==> src/rtl/clk_div_ctrl.sv <==
// -----------------------------------------------------------------------------
// clk_div_ctrl
//
// Run-time controller for the system clock divider. It produces a registered,
// glitch-free divided clock from clk_in and starts and stops it cleanly.
// New half-period values arrive through a valid/ready port. While the divider
// is running, a new value is held as pending and is only applied at a falling
// boundary of clk_out, so no runt pulse can be produced.
//
// Parameters:
//   DIV_W        width of the half-period counter and of cfg_half
//   DEFAULT_HALF half-period loaded at reset (1 <= DEFAULT_HALF < 2^DIV_W)
//
// Ports:
//   clk_in     in   system clock; all logic runs on its rising edge
//   reset      in   asynchronous, active-high reset
//   run_en     in   1 = run the divided clock, 0 = stop at the next safe point
//   cfg_valid  in   a new half-period is offered
//   cfg_half   in   requested half-period in clk_in cycles
//   cfg_ready  out  controller can accept a configuration (no value pending)
//   cfg_err    out  one-cycle pulse: an offered half-period of 0 was rejected
//   clk_out    out  divided clock, registered
//   tick       out  one-cycle pulse in the cycle clk_out rises
//   active     out  1 whenever the controller is not idle
// -----------------------------------------------------------------------------
module clk_div_ctrl #(
    parameter int DIV_W        = 16,
    parameter int DEFAULT_HALF = 25
) (
    input  logic             clk_in,
    input  logic             reset,
    input  logic             run_en,
    input  logic             cfg_valid,
    input  logic [DIV_W-1:0] cfg_half,
    output logic             cfg_ready,
    output logic             cfg_err,
    output logic             clk_out,
    output logic             tick,
    output logic             active
);

    typedef enum logic [1:0] {
        ST_IDLE = 2'd0,
        ST_LOW  = 2'd1,
        ST_HIGH = 2'd2
    } state_t;

    localparam logic [DIV_W-1:0] ZERO_C         = {DIV_W{1'b0}};
    localparam logic [DIV_W-1:0] ONE_C          = {{(DIV_W-1){1'b0}}, 1'b1};
    localparam logic [DIV_W-1:0] DEFAULT_HALF_C = DIV_W'(DEFAULT_HALF);

    state_t             state_r;
    state_t             state_s;
    logic [DIV_W-1:0]   cnt_r;
    logic [DIV_W-1:0]   cnt_s;
    logic [DIV_W-1:0]   cur_half_r;
    logic [DIV_W-1:0]   cur_half_s;
    logic [DIV_W-1:0]   pend_half_r;
    logic [DIV_W-1:0]   pend_half_s;
    logic               pend_r;
    logic               pend_s;
    logic               take_s;
    logic               accept_s;
    logic               reject_s;
    logic               last_s;

    // Handshake decode and end-of-phase detect. cfg_ready mirrors !pend_r,
    // so the transfer condition uses pend_r directly.
    always_comb begin
        take_s   = cfg_valid & ~pend_r;
        accept_s = take_s & (cfg_half != ZERO_C);
        reject_s = take_s & (cfg_half == ZERO_C);
        last_s   = (cnt_r == (cur_half_r - ONE_C));
    end

    // Next-state, counter and configuration decode.
    always_comb begin
        state_s     = state_r;
        cnt_s       = cnt_r;
        cur_half_s  = cur_half_r;
        pend_s      = pend_r;
        pend_half_s = pend_half_r;
        case (state_r)
            ST_IDLE: begin
                cnt_s = ZERO_C;
                // In idle a new value takes effect at once, so a start in the
                // same cycle already uses it for the first low phase.
                if (accept_s) begin
                    cur_half_s = cfg_half;
                end else begin
                    cur_half_s = cur_half_r;
                end
                if (run_en) begin
                    state_s = ST_LOW;
                end else begin
                    state_s = ST_IDLE;
                end
            end
            ST_LOW: begin
                if (accept_s) begin
                    pend_s      = 1'b1;
                    pend_half_s = cfg_half;
                end else begin
                    pend_s      = pend_r;
                end
                if (!run_en) begin
                    // clk_out is already low, so stopping here is glitch-free.
                    // Nothing may stay pending in idle: apply it now.
                    state_s = ST_IDLE;
                    cnt_s   = ZERO_C;
                    pend_s  = 1'b0;
                    if (pend_r) begin
                        cur_half_s = pend_half_r;
                    end else if (accept_s) begin
                        cur_half_s = cfg_half;
                    end else begin
                        cur_half_s = cur_half_r;
                    end
                end else if (last_s) begin
                    state_s = ST_HIGH;
                    cnt_s   = ZERO_C;
                end else begin
                    cnt_s   = cnt_r + ONE_C;
                end
            end
            ST_HIGH: begin
                if (accept_s) begin
                    pend_s      = 1'b1;
                    pend_half_s = cfg_half;
                end else begin
                    pend_s      = pend_r;
                end
                if (last_s) begin
                    // Falling boundary: the only point where the ratio may change.
                    // A value accepted in this very cycle waits for the next one.
                    cnt_s = ZERO_C;
                    if (pend_r) begin
                        cur_half_s = pend_half_r;
                        pend_s     = 1'b0;
                    end else begin
                        cur_half_s = cur_half_r;
                    end
                    if (!run_en) begin
                        state_s = ST_IDLE;
                        if (accept_s) begin
                            cur_half_s = cfg_half;
                            pend_s     = 1'b0;
                        end else begin
                            pend_s     = pend_s;
                        end
                    end else begin
                        state_s = ST_LOW;
                    end
                end else begin
                    cnt_s = cnt_r + ONE_C;
                end
            end
            default: begin
                state_s = ST_IDLE;
                cnt_s   = ZERO_C;
                pend_s  = 1'b0;
            end
        endcase
    end

    // State, configuration and registered outputs.
    always_ff @(posedge clk_in or posedge reset) begin
        if (reset) begin
            state_r     <= ST_IDLE;
            cnt_r       <= ZERO_C;
            cur_half_r  <= DEFAULT_HALF_C;
            pend_half_r <= ZERO_C;
            pend_r      <= 1'b0;
            clk_out     <= 1'b0;
            tick        <= 1'b0;
            active      <= 1'b0;
            cfg_ready   <= 1'b1;
            cfg_err     <= 1'b0;
        end else begin
            state_r     <= state_s;
            cnt_r       <= cnt_s;
            cur_half_r  <= cur_half_s;
            pend_half_r <= pend_half_s;
            pend_r      <= pend_s;
            clk_out     <= (state_s == ST_HIGH);
            tick        <= (state_r == ST_LOW) && (state_s == ST_HIGH);
            active      <= (state_s != ST_IDLE);
            cfg_ready   <= ~pend_s;
            cfg_err     <= reject_s;
        end
    end

endmodule

==> config.mk <==
export PLATFORM = sky130hd
export DESIGN_NAME = clk_div_ctrl
export DESIGN_NICKNAME = d
export VERILOG_FILES = /design/src/rtl/clk_div_ctrl.sv
export SDC_FILE = /design/constraint.sdc
export NUM_CORES = 1
export LEC_CHECK = 0
export BUFFER_PORTS_ARGS = -buffer_cell sky130_fd_sc_hd__buf_2
export CORE_MARGIN = 2
export CORE_UTILIZATION = 40
export CTS_CLUSTER_DIAMETER = 120
export CTS_CLUSTER_SIZE = 14
export DETAILED_ROUTE_END_ITERATION = 8
export PLACE_DENSITY = 0.62
export SLEW_MARGIN = 20
export SYNTH_ARGS = -nofsm -noshare
export SYNTH_HDL_FRONTEND = slang
export SYNTH_SLANG_ARGS = --single-unit
==> constraint.sdc <==
create_clock -name clk_in -period 5.5 [get_ports clk_in]
set_clock_uncertainty 0.15 [all_clocks]
set_input_delay 1.1 -clock clk_in [delete_from_list [all_inputs] [get_ports clk_in]]
set_output_delay 1.1 -clock clk_in [all_outputs]
set_load 0.01 [all_outputs]
==> flow_summary.json <==
{
  "instances_no_fill": 573,
  "maxCapViolCount": 0,
  "cts_root_buffer": "clkbuf_8",
  "ys.flop_type": "dfrtp_1",
  "worst_slew_pin_slew_ns": 0.920,
  "power_per_cell_area_mw_per_mm2": 360,
  "multi_input_area_mm2": 0.00236,
  "dpl_cell_area_mm2": 0.00413,
  "stdcell_area_mm2": 0.00422,
  "rsz0062_at_grt": "no",
  "hp-class": "reg -> reg",
  "fp.dieW_um": 104,
  "worstHoldStart": "pend_half_r[10]$_DFFE_PP0P_",
  "grt_pass1_wl_um": 16000,
  "numCtsBuffers": 5,
  "drt_iter0_drc": 189,
  "fmax_mhz": 263,
  "first_pass_iters": 5,
  "grt_use_met1_pct": 24.5,
  "synth_edf_count": 0,
  "num_vias": 3322,
  "critical_path_class": "reg -> reg",
  "ant_nets": 0,
  "grt-busiest-layer": "met2",
  "cts_tree": "done",
  "use_met3_pct": 2.63,
  "dp.cells": 565,
  "ctsHoldBuffers": 0,
  "dp_slack_ns": 1.46,
  "start_util_pct": 41.0,
  "worstPathMaxFanout": 13,
  "grt_usage_pct": 18.1,
  "drt-total-wl_um": 9830,
  "die_height_um": 104,
  "port_buffers": 24,
  "routedWlPerCell_um": 17.2,
  "slew_viol_final": 0,
  "diodes": 0,
  "critical_path_arrival_ns": 3.87,
  "clk_pin_slew_ns": 0.11,
  "leakage_uw": 0.00176,
  "cp.required_ns": 5.56,
  "finalSetupViolCount": 0,
  "grt_pass1_vias": 3163,
  "timing_hold_violations_final": 0,
  "rr_endpoint": "cur_half_r[13]$_DFFE_PP0P_",
  "worst_slack_ns": 1.69,
  "ys_warn_count": 0,
  "place_congestion": 0.834,
  "cts_setup_buffers": 0,
  "syn_inst": 436,
  "num_rows": 36,
  "clk_latency_ns": 0.32,
  "synth_cell_types": 59,
  "synth.avg_cell_area_um2": 9.15,
  "viasPerCell": 5.80,
  "r2r-start": "cur_half_r[1]$_DFFE_PP0P_",
  "tns_ns": 0,
  "syn_area_mm2": 0.00399,
  "outcome": "finished clean",
  "synth_seq_cells": 56,
  "use_met2_pct": 29.9,
  "worstHoldPathCells": 1,
  "nNetsFinal": 465,
  "syn-num-nets": 462,
  "drive_gt1_share_pct": 18.9,
  "cts_resized": 0,
  "area_growth_pct": 5.87,
  "ys_seq_area_share_pct": 35.3,
  "r2r_slack_ns": 1.69,
  "post-route-period-util_pct": 69.2,
  "cts_sinks": 56,
  "regArea_mm2": 0.00141,
  "dp_hpwl_um": 6660,
  "coreArea_mm2": 0.00973,
  "grt_max_degree": 57,
  "peakVddDrop_v": 0.000126,
  "synthArstFlopShare_pct": 100,
  "htreeDepth": 2,
  "boundaryPins": 25,
  "hold_end": "pend_half_r[10]$_DFFE_PP0P_",
  "r2r_cells": 10,
  "n_fill_cell": 988,
  "relSlewSlack_pct": 38.5,
  "cts_buffer_depth": 2,
  "cp-end-kind": "flip-flop",
  "fin_crit_ns": 3.81,
  "post-route-drc-count": 0,
  "grt-ovfl-total": 0,
  "cp-start-kind": "flip-flop",
  "antenna_found_initial": 0,
  "power_uw": 1520,
  "die_area_mm2": 0.0108
}
[Yosys cell counts, types with 4 or more instances]
library cell | n | area share [%]
xor2_1 | 21 | 4.6
nor2_1 | 38 | 3.6
dfstp_2 | 4 | 2.6
dfrtp_1 | 52 | 33
a21oi_1 | 18 | 2.3
nor4_1 | 8 | 1.3
inv_1 | 15 | 1.4
o21ai_0 | 30 | 3.8
ha_1 | 6 | 1.9
xnor2_1 | 11 | 2.4
o22ai_1 | 4 | 0.63
nand3_1 | 10 | 1.3
nor3_1 | 8 | 1.0
o221ai_1 | 12 | 2.6
nand4_1 | 7 | 1.1
and3_1 | 4 | 0.63
nand2_1 | 45 | 4.2
mux2i_1 | 29 | 7.3
clkbuf_1 | 22 | 2.1
mux2_2 | 20 | 5.6
mux2_4 | 8 | 3.0
[cell type report]
| class | instances | area share, % |
|---|---|---|
| clock inverter | 2 | 0.237 |
| sequential | 56 | 33.3 |
| multi-input combinational | 334 | 55.9 |
| tap | 133 | 3.94 |
| timing repair buffer | 27 | 3.38 |
| inverter | 15 | 1.33 |
| clock buffer | 6 | 1.96 |
[layer usage]
layer  wire [um]  share of wire, %
met3         458               4.7
met4         161               1.6
met5           0                 0
met1        4440                45
met2        4770                48
[worst max-delay path, cell delays in order (launching register included)]
cell and delay (ns):
dfrtp_1 0.44, inv_1 0.12, ha_1 0.23, nor3b_1 0.49, nand3_1 0.15, o31a_2 0.15
nor4_2 0.33, nand4_1 0.19, o21a_4 0.28, nor3_4 0.75, mux2_2 0.41
[cell usage in the layout (no fill, tap or decap), types with 7 or more instances in the layout]
cell	Yosys	routed
a21oi_1	18	18
buf_2	3	24
dfrtp_1	52	52
inv_1	15	14
mux2_2	20	20
mux2_4	8	8
mux2i_1	29	29
nand2_1	45	45
nand3_1	10	10
nand4_1	7	7
nor2_1	38	38
nor3_1	8	8
nor4_1	8	8
o21ai_0	30	30
o221ai_1	12	12
xnor2_1	11	11
xor2_1	21	21
[flip-flops by register name (all words and copies together), names as in the netlist]
signal and cells:
active 1, cfg_err 1, cfg_ready 1, clk_out 1, cnt_r 16, cur_half_r 16
pend_half_r 16, pend_r 1, state_r 2, tick 1
[logic make-up after synthesis]
| logic type | count (synthesis) | share of synthesized area, % |
|---|---|---|
| xor gates and xnor gates | 32 | 7.03 |
| buffers and inverters | 46 | 5.80 |
| adders and majority gates | 6 | 1.88 |
| and+or+nand+nor | 146 | 18.4 |
| DFF | 56 | 35.3 |
| muxes | 57 | 15.9 |
| AOI/OAI and AO/OA | 93 | 15.7 |
[how the worst max path moves through the flow]
stage / start / to / slack [ns]
floorplan: cfg_half[6] / pend_half_r[0]$_DFFE_PP0P_ / 2.24
detailed placement: cfg_half[0] / cur_half_r[12]$_DFFE_PP0P_ / 1.46
global route: cur_half_r[1]$_DFFE_PP0P_ / cur_half_r[14]$_DFFE_PP0P_ / 1.51
finish: cur_half_r[1]$_DFFE_PP0P_ / cur_half_r[13]$_DFFE_PP0P_ / 1.69
global placement: cfg_half[13] / cur_half_r[12]$_DFFE_PP0P_ / 1.51
CTS: cur_half_r[0]$_DFFE_PP1P_ / cur_half_r[13]$_DFFE_PP0P_ / 1.74
[per-stage QoR]
stage | util, % | hold WS [ns]
2_1_floorplan | - | 0.333
3_3_place_gp | 42.4 | 0.362
3_5_place_dp | 42.4 | 0.368
4_1_cts | 43.4 | 0.393
5_1_grt | 43.4 | 0.405
6_report | 43.4 | 0.398
[where the power goes]
group          total [uW]  switching [uW]  internal, uW
registers             658             148           510
logic                 618             318           300
clock network         245             144           101
(Power assumes the default switching activity.)
